--- src/rtl/lmdpl_dual_rail_decoder_d1.sv ---
// lmdpl_dual_rail_decoder_d1
//   Receiving end of a first-order LMDPL dual-rail bus. Watches WIDTH
//   precharge/evaluate dual-rail bits, detects spacer and codeword completion,
//   flags protocol errors and hands the word on as two registered Boolean
//   shares with a valid/ready handshake.
//
//   Optional feature: define LMDPL_DEC_REFRESH_EN to add the r_fresh port.
//   Both shares are then re-masked with r_fresh at the capture edge, each
//   XOR feeding its own register.
//
//   Share separation: m_in only ever reaches out_s0, d_in only ever reaches
//   out_s1, and the completion/error detector looks at d_in/d_in_bar alone.
module lmdpl_dual_rail_decoder_d1 #(
  parameter int WIDTH   = 4,   // dual-rail bits decoded in parallel (1..32)
  parameter int TIMEOUT = 15   // max partial-codeword cycles in EVAL (1..255)
) (
  input  logic             clk,
  input  logic             rst_n,
  input  logic [WIDTH-1:0] m_in,
  input  logic [WIDTH-1:0] d_in,
  input  logic [WIDTH-1:0] d_in_bar,
`ifdef LMDPL_DEC_REFRESH_EN
  input  logic [WIDTH-1:0] r_fresh,
`endif
  output logic [WIDTH-1:0] out_s0,
  output logic [WIDTH-1:0] out_s1,
  output logic             out_valid,
  input  logic             out_ready,
  output logic             err,
  input  logic             err_clr
);

  localparam logic [7:0] TIMEOUT_L = 8'(TIMEOUT);

  typedef enum logic [1:0] {
    ST_PRE  = 2'd0,
    ST_EVAL = 2'd1,
    ST_HOLD = 2'd2,
    ST_ERR  = 2'd3
  } state_t;

  state_t           state_q, state_d;
  logic [7:0]       timer_q, timer_d;
  logic [7:0]       timer_inc;
  logic             valid_q, valid_d;
  logic             err_q, err_d;
  logic [WIDTH-1:0] s0_q, s0_d;
  logic [WIDTH-1:0] s1_q, s1_d;
  logic [WIDTH-1:0] s0_cap;
  logic [WIDTH-1:0] s1_cap;
  logic             capture_en;
  logic             clear_shares;

  // ---------------------------------------------------------------------
  // Per-bit rail classification (data rails only, never the mask rail)
  // ---------------------------------------------------------------------
  logic [WIDTH-1:0] bit_spacer;
  logic [WIDTH-1:0] bit_code;
  logic [WIDTH-1:0] bit_ill;

  genvar gi;
  generate
    for (gi = 0; gi < WIDTH; gi = gi + 1) begin : g_rail
      // 00 = spacer, 01/10 = codeword, 11 = illegal
      assign bit_spacer[gi] = ~d_in[gi] & ~d_in_bar[gi];
      assign bit_code[gi]   =  d_in[gi] ^  d_in_bar[gi];
      assign bit_ill[gi]    =  d_in[gi] &  d_in_bar[gi];
    end
  endgenerate

  logic all_spacer;
  logic all_code;
  logic any_ill;

  assign all_spacer = &bit_spacer;
  assign all_code   = &bit_code;
  assign any_ill    = |bit_ill;

  assign timer_inc  = timer_q + 8'd1;

  // ---------------------------------------------------------------------
  // Capture values, one cone per share so the shares never meet
  // ---------------------------------------------------------------------
`ifdef LMDPL_DEC_REFRESH_EN
  assign s0_cap = m_in ^ r_fresh;
  assign s1_cap = d_in ^ r_fresh;
`else
  assign s0_cap = m_in;
  assign s1_cap = d_in;
`endif

  // Next-state, timer and capture/clear strobes for the decoder FSM
  always_comb begin
    state_d      = state_q;
    timer_d      = timer_q;
    capture_en   = 1'b0;
    clear_shares = 1'b0;

    case (state_q)
      ST_PRE: begin
        // The previous word may still be draining: only a full spacer arms EVAL.
        timer_d = 8'd0;
        if (any_ill) begin
          state_d      = ST_ERR;
          clear_shares = 1'b1;
        end else if (all_spacer) begin
          state_d = ST_EVAL;
        end
      end

      ST_EVAL: begin
        // Illegal rails beat capture and timeout.
        if (any_ill) begin
          state_d      = ST_ERR;
          clear_shares = 1'b1;
          timer_d      = 8'd0;
        end else if (all_code) begin
          state_d    = ST_HOLD;
          capture_en = 1'b1;
          timer_d    = 8'd0;
        end else if (all_spacer) begin
          timer_d = 8'd0;
        end else if (timer_inc == TIMEOUT_L) begin
          // TIMEOUT consecutive partial cycles: the word will never complete.
          state_d      = ST_ERR;
          clear_shares = 1'b1;
          timer_d      = 8'd0;
        end else begin
          timer_d = timer_inc;
        end
      end

      ST_HOLD: begin
        // Inputs are ignored here; shares stay put until the consumer takes them.
        if (out_ready) begin
          state_d = ST_PRE;
        end
      end

      ST_ERR: begin
        if (err_clr) begin
          state_d = ST_PRE;
        end
      end

      default: begin
        state_d      = ST_PRE;
        timer_d      = 8'd0;
        clear_shares = 1'b1;
      end
    endcase
  end

  // Registered status flags derive from the next state so they align with it
  always_comb begin
    valid_d = (state_d == ST_HOLD);
    err_d   = (state_d == ST_ERR);
  end

  // Share 0 next value: cleared on error, loaded on capture, otherwise held
  always_comb begin
    s0_d = s0_q;
    if (clear_shares) begin
      s0_d = '0;
    end else if (capture_en) begin
      s0_d = s0_cap;
    end
  end

  // Share 1 next value: cleared on error, loaded on capture, otherwise held
  always_comb begin
    s1_d = s1_q;
    if (clear_shares) begin
      s1_d = '0;
    end else if (capture_en) begin
      s1_d = s1_cap;
    end
  end

  // FSM state, timer and status flags
  always_ff @(posedge clk or negedge rst_n) begin
    if (!rst_n) begin
      state_q <= ST_PRE;
      timer_q <= 8'd0;
      valid_q <= 1'b0;
      err_q   <= 1'b0;
    end else begin
      state_q <= state_d;
      timer_q <= timer_d;
      valid_q <= valid_d;
      err_q   <= err_d;
    end
  end

  // Share 0 register (kept apart from share 1)
  always_ff @(posedge clk or negedge rst_n) begin
    if (!rst_n) begin
      s0_q <= '0;
    end else begin
      s0_q <= s0_d;
    end
  end

  // Share 1 register (kept apart from share 0)
  always_ff @(posedge clk or negedge rst_n) begin
    if (!rst_n) begin
      s1_q <= '0;
    end else begin
      s1_q <= s1_d;
    end
  end

  assign out_s0    = s0_q;
  assign out_s1    = s1_q;
  assign out_valid = valid_q;
  assign err       = err_q;

endmodule

--- config.mk ---
export PLATFORM = sky130hd
export DESIGN_NAME = lmdpl_dual_rail_decoder_d1
export DESIGN_NICKNAME = d
export VERILOG_FILES = /design/src/rtl/lmdpl_dual_rail_decoder_d1.sv
export SDC_FILE = /design/constraint.sdc
export NUM_CORES = 1
export LEC_CHECK = 0
export ABC_AREA = 0
export BUFFER_PORTS_ARGS = -buffer_cell sky130_fd_sc_hd__clkbuf_2
export CAP_MARGIN = 20
export CORE_UTILIZATION = 53
export CTS_BUF_LIST = sky130_fd_sc_hd__clkbuf_16
export CTS_CLUSTER_DIAMETER = 100
export DETAILED_ROUTE_END_ITERATION = 10
export PLACE_DENSITY = 0.85
export SYNTH_ARGS = -nofsm -noshare
export SYNTH_HDL_FRONTEND = slang
export SYNTH_SLANG_ARGS = --single-unit
--- constraint.sdc ---
create_clock -name clk -period 2.4 [get_ports clk]
set_clock_uncertainty 0.1 [all_clocks]
set_input_delay 0.24 -clock clk [delete_from_list [all_inputs] [get_ports clk]]
set_output_delay 0.24 -clock clk [all_outputs]
set_load 0.005 [all_outputs]
# [Word-level counts from Yosys, hierarchy flattened]
# Cells that the tools add are included.
[classes] bitwise_logic=20 muxes=27 reduce_logical=6 eq_ne=6 add_sub_neg=1
[op_table] cell="2-to-1 mux 8 bit" n=4
[op_table] cell="2-to-1 mux 2 bit" n=8
[op_table] cell="2-to-1 mux 4 bit" n=4
[op_table] cell="one-hot mux 8 bit (2 select lines)" n=1
[op_table] cell="adder 8 x 1 -> 8 bit (second input constant)" n=1
[op_table] cell="bitwise AND 1 bit" n=8
[op_table] cell="equality test 2 bit (second input constant)" n=4
[op_table] cell="equality test 8 x 4 -> 1 bit (second input constant)" n=1
[op_table] cell="2-to-1 mux 1 bit" n=8
[op_table] cell="NOT 1 bit" n=8
[op_table] cell="one-hot mux 2 bit (4 select lines)" n=1
[op_table] cell="AND reduction 4 bit" n=2
[op_table] cell="nonzero test 2 bit" n=2
[op_table] cell="OR reduction 4 bit" n=1
[op_table] cell="XOR 1 bit" n=4
[op_table] cell="equality test 2 x 1 -> 1 bit (second input constant)" n=1
[op_table] cell="zero test 2 bit" n=1
[op_table] cell="one-hot mux 1 bit (2 select lines)" n=1
[totals] regBits=20

# [Logic depth before layout (Yosys ltp)]
[logic_depth] word_depth=8 depth_mapped=7 depth_no_buf=6

# [Least setup slack after synthesis]
# OpenSTA, ideal clock, no wires.
[synth_timing] kind="in2reg" from="input d_in[1]" to="register s0_q[0] (netlist: out_s0[0])" setup_time_ns=0.140 setup_slack_ns=0.563 arrival_time_ns=1.596 path_buffers=1 path_stages=6 cell_sequence="ha_1 > or4_4 > nor4_4 > buf_6 > mux2i_1 > nor3_1"
[synth_between] elab_chain_len=8 word_cells_on_any_way=17 classes_between="9 x mux; 4 x bitwise; 4 x reduce/logical"
[synth_rtl] item="start, declared" line_no="20" source="input logic [WIDTH-1:0] d_in,"
[synth_rtl] item="NOT 1 bit" line_no="65" source="assign bit_spacer[gi] = ~d_in[gi] & ~d_in_bar[gi];"
[synth_rtl] item="bitwise AND 1 bit" line_no="65"
[synth_rtl] item="AND reduction 4 bit" line_no="75" source="assign all_spacer = &bit_spacer;"
[synth_rtl] item="2-to-1 mux 1 bit" line_no="121" source="end else if (all_spacer) begin"
[synth_rtl] item="2-to-1 mux 1 bit" line_no="117" source="end else if (all_code) begin"
[synth_rtl] item="2-to-1 mux 1 bit" line_no="113" source="if (any_ill) begin"
[synth_rtl] item="one-hot mux 1 bit (2 select lines)" line_no="99" source="case (state_q)"
[synth_rtl] item="2-to-1 mux 4 bit or nonzero test 2 bit (tied branches)"
[synth_rtl] item="end signal, assigned" line_no="198" source="s0_q <= '0;"
[synth_rtl] item="end signal, assigned" line_no="200" source="s0_q <= s0_d;"
[synth_rtl] item="end, declared" line_no="47" source="logic [WIDTH-1:0] s0_q, s0_d;"
# Several ways; a longest one is shown, not always the timed one.
# A chain may end at the register's enable or synchronous reset.

# [Final worst setup path]
[layout_timing] from="register timer_q[0]" to="register s0_q[1] (netlist: out_s0[1])"
[layout_between] elab_chain_len=8 word_cells_on_any_way=9 classes_between="1 x add/sub; 1 x eq/ne; 6 x mux; 1 x reduce/logical"
[layout_rtl] item="start, declared" line_no="43" source="logic [7:0] timer_q, timer_d;"
[layout_rtl] item="start signal, assigned" line_no="189" source="timer_q <= timer_d;"
[layout_rtl] item="adder 8 x 1 -> 8 bit (*)" line_no="79" source="assign timer_inc = timer_q + 8'd1;"
[layout_rtl] item="equality test 8 x 4 -> 1 bit (*)" line_no="123" source="end else if (timer_inc == TIMEOUT_L) begin"
[layout_rtl] item="2-to-1 mux 1 bit (*)" line_no="123"
[layout_rtl] item="2-to-1 mux 1 bit (*)" line_no="121"
[layout_rtl] item="2-to-1 mux 1 bit (*)" line_no="117"
[layout_rtl] item="2-to-1 mux 1 bit (*)" line_no="113"
[layout_rtl] item="one-hot mux 1 bit (2 select lines) (*)" line_no="99"
[layout_rtl] item="2-to-1 mux 4 bit or nonzero test 2 bit (tied branches)"
# Mark *: on every way between the ends. The rest lies on a longest branch, timed or not.

==> key figures <==
Outcome
  • Status: finished, final reports clean

CTS
  • H-tree depth: 1
  • Reg clk slew, reported paths: 50 ps
  • Clock sinks: 20
  • Setup bufs post-CTS: 0
  • CTS resizes: 0
  • Clock root cell: clkbuf_16
  • Clk Latency, worst-skew pair: roughly 250 ps
  • Maximum clock insertion buffer count: 2
  • Total CTS buffers: 3
  • CTS tree: yes

Cells and area
  • Nets@finish: around 180
  • Utilization after layout: 0.700
  • Commonest non-fill, non-tap cell in the layout: clkbuf_2
  • # diodes: 0
  • Commonest non-fill, non-tap cells in the layout: clkbuf_2, dfrtp_1, inv_1
  • Synth-to-Final Area Change: 20.1%
  • Final cell count without fillers: 175
  • Share of cells above drive strength 1: 0.230

Global routing
  • Gr usage total: 0.231
  • Initial antenna violation count: 0
  • Largest net degree at the start of global routing: 21
  • Vias in the first global route: 986
  • First-pass GRT wire length: ~4.4 mm
  • Total grt overflow: 0

Yosys
  • Register area share after synthesis: 0.420
  • Yosys cell types: 34
  • Cell Area, Synth: between 1000 and 1500 µm²
  • Post-Syn Nets: 146
  • Syn Area/Cell: just under 10 µm²
  • Seq cells post-synth: 20
  • Yosys Warn Count: 0
  • Cell count after synthesis: 120

Timing
  • Worst slew margin: 0.629
  • PnR worst setup slack: approximately 370 ps
  • Endpoints failing hold: 0
  • Highest Clock Rate: around 490 MHz
  • Max Slew Vio Count: 0
  • WHS: 162 ps
  • Tmin final: 2030 ps
  • Worst Tran Pin Value: between 500 and 600 ps
  • RSZ-0062 raised after global routing: false
  • Sum Neg Setup Slack: 0 ps
  • Final setup viols: 0
  • Fin crit share: 0.847

Pwr
  • Reg power frac: 0.451
  • Switching power: ~0.0003 W
  • Leakage: 0.688 nW
  • Worst vdd ir: around 0.49 mV
  • Sw Share: 0.302
  • Combinational share of power: 0.215
  • Internal Power: just under 0.0007 W
  • PwrDens: roughly 700 nW/µm²
  • Power share of the clock group: 0.334

Worst setup path
  • Reg-to-Reg End: out_s0[1]$_DFFE_PN0P_
  • CP bufs+invs: 1
  • Crit-path max cell delay: 530 ps
  • CP Max Fanout: 8
  • Critical-path cell list: inv_1 -> ha_1 -> nor4b_1 -> nand3_1 -> nor3_2 -> nor3_1
  • Critical path endpoint category: register
  • R2R depth: 6
  • R2R Setup Slk: 370 ps
  • Critical path class: register to register
  • Slowest cell on crit path: nor3_2
  • Reg-to-reg startpoint: timer_q[0]$_DFFE_PN0P_
  • Startpoint types: register
  • Data required time of the worst path: approximately 2400 ps
  • Cell family with most CP delay: simple AND/OR/NAND/NOR gates
  • Worst EP arrival: between 2000 and 2500 ps

Routing
  • First-pass iteration count of the detailed router: 5
  • DRC: 0
  • DR vias/cell: slightly below 6
  • Detailed Route WL: ~2.6 mm
  • Drt initial violations: 11
  • Via count: a little over 1000
  • Final ANT Viol Nets: 0
  • Routed WL per cell: around 15 µm

Hold path
  • Hold depth: 2
  • Hold EP: state_q[0]$_DFF_PN0_
  • Worst Hold Class: primary input to register
  • Hold wc startpoint: err_clr

Placed design
  • Placed insts: approximately 170
  • Dpl hpwl: between 1.5 and 2 mm
  • Final Wtd Congestion: about 0.89
  • PortBufs: 25
  • Post-placement setup slack: 253 ps

Run
  • Max-Cap Viols: 0

Floorplan
  • Starting Density: 0.583
  • Die area: between 2000 and 2500 µm²
  • # IOs: 26
  • Die X-Extent: roughly 49 µm
  • Die Span Y: about 49 µm
  • Row Count: 16
  • Core area: 2040 µm²
[power by group through the flow]
| stage | combinational, W | sequential [W] | clock, W |
|---|---|---|---|
| 6_report | 0.000214 | 0.000449 | 0.000332 |
| 4_1_cts | 0.000216 | 0.000449 | 0.000339 |
| 2_1_floorplan | 0.000179 | 0.000409 | 0 |
| 5_1_grt | 0.000239 | 0.000459 | 0.000354 |
| 3_3_place_gp | 0.000201 | 0.000451 | 0 |
| 3_5_place_dp | 0.000213 | 0.000455 | 0 |
[layout make-up]
type                       instances  area (µm²)
timing repair buffer              28         150
clock buffer                       3        75.1
multi-input combinational         84         622
inverter                          13        48.8
tap                               27        33.8
sequential                        20         500
fill                             161         612
[routing by layer]
layer | track usage | share of wire | up-vias
met2 | 0.416 | 0.52 | 28
met5 | 0 | 0 | -
met1 | 0.289 | 0.45 | 503
met3 | 0.0343 | 0.032 | 0
li1 | - | - | 484
met4 | 0.0571 | 0 | 0
[worst register-to-register path: cells and delay by family, from the launching register on]
family | cells | cell delay (ps)
flops | 1 | 410
fa+ha+maj | 1 | 160
buf+inv | 1 | 80
simple gates | 4 | 1150
[how the worst max path moves through the flow]
stage | start | end | slack, ps | cells past startpoint
2_1_floorplan | d_in[1] | out_s0[0]$_DFFE_PN0P_ | 560 | 6
5_1_grt | timer_q[0]$_DFFE_PN0P_ | out_s1[3]$_DFFE_PN0P_ | 200 | 6
3_5_place_dp | d_in[1] | out_s0[2]$_DFFE_PN0P_ | 250 | 7
6_report | timer_q[0]$_DFFE_PN0P_ | out_s0[1]$_DFFE_PN0P_ | 370 | 6
3_3_place_gp | d_in[1] | out_s1[1]$_DFFE_PN0P_ | 340 | 7
4_1_cts | timer_q[0]$_DFFE_PN0P_ | out_s0[1]$_DFFE_PN0P_ | 350 | 6
[cells in the mapped netlist]
cell	n	share of area
xnor2_1	1	0.0074
nor3b_1	1	0.0063
xor2_1	3	0.022
o311a_1	1	0.0084
o2111ai_1	1	0.0074
a21o_1	1	0.0063
o21ai_1	1	0.0042
nand4_1	3	0.016
o21ai_0	7	0.029
nand3_1	8	0.034
mux2i_1	9	0.076
ha_1	10	0.11
and3_1	1	0.0053
clkbuf_1	1	0.0031
dfrtp_1	20	0.42
buf_2	1	0.0042
nor3_2	1	0.0084
nor2_1	3	0.0095
a21oi_1	2	0.0084
nor2b_1	2	0.011
or4_4	1	0.0095
nor4_4	1	0.018
nor4b_1	1	0.0074
a221oi_1	1	0.0074
o211ai_1	2	0.013
buf_6	1	0.0095
inv_1	13	0.041
nand2_1	6	0.019
nor3_1	9	0.038
nand2b_1	2	0.011
or3_1	2	0.011
nor4_1	1	0.0053
and3_2	1	0.0063
and4_1	2	0.015
[stage by stage]
step,instance area [µm²],power [W]
detailed placement,1350,0.000668
finish,1430,0.000994
floorplan,1190,0.000588
global placement,1350,0.000652
CTS,1430,0.00100
global route,1430,0.00105
[cells by family (layout without fill, tap and decap cells)]
group | count (synthesis) | count (layout) | synth area share
xor+xnor | 4 | 4 | 0.0294
simple gates | 45 | 45 | 0.228
fa+ha+maj | 10 | 10 | 0.105
compound gates | 16 | 16 | 0.0840
flops | 20 | 20 | 0.420
mux | 9 | 9 | 0.0756
buf+inv | 16 | 44 | 0.0578
[flip-flops by register name (all words and copies together), names as in the netlist]
| name | flops |
|---|---|
| out_s1 | 4 |
| err | 1 |
| out_s0 | 4 |
| state_q | 2 |
| timer_q | 8 |
| out_valid | 1 |
[repair_timing]
action                                 CTS  global route
setup endpoints to repair                0             0
endpoints found under the hold margin   20             0
hold buffers                             1             0
No activity file was read; power rests on OpenSTA's default activity.
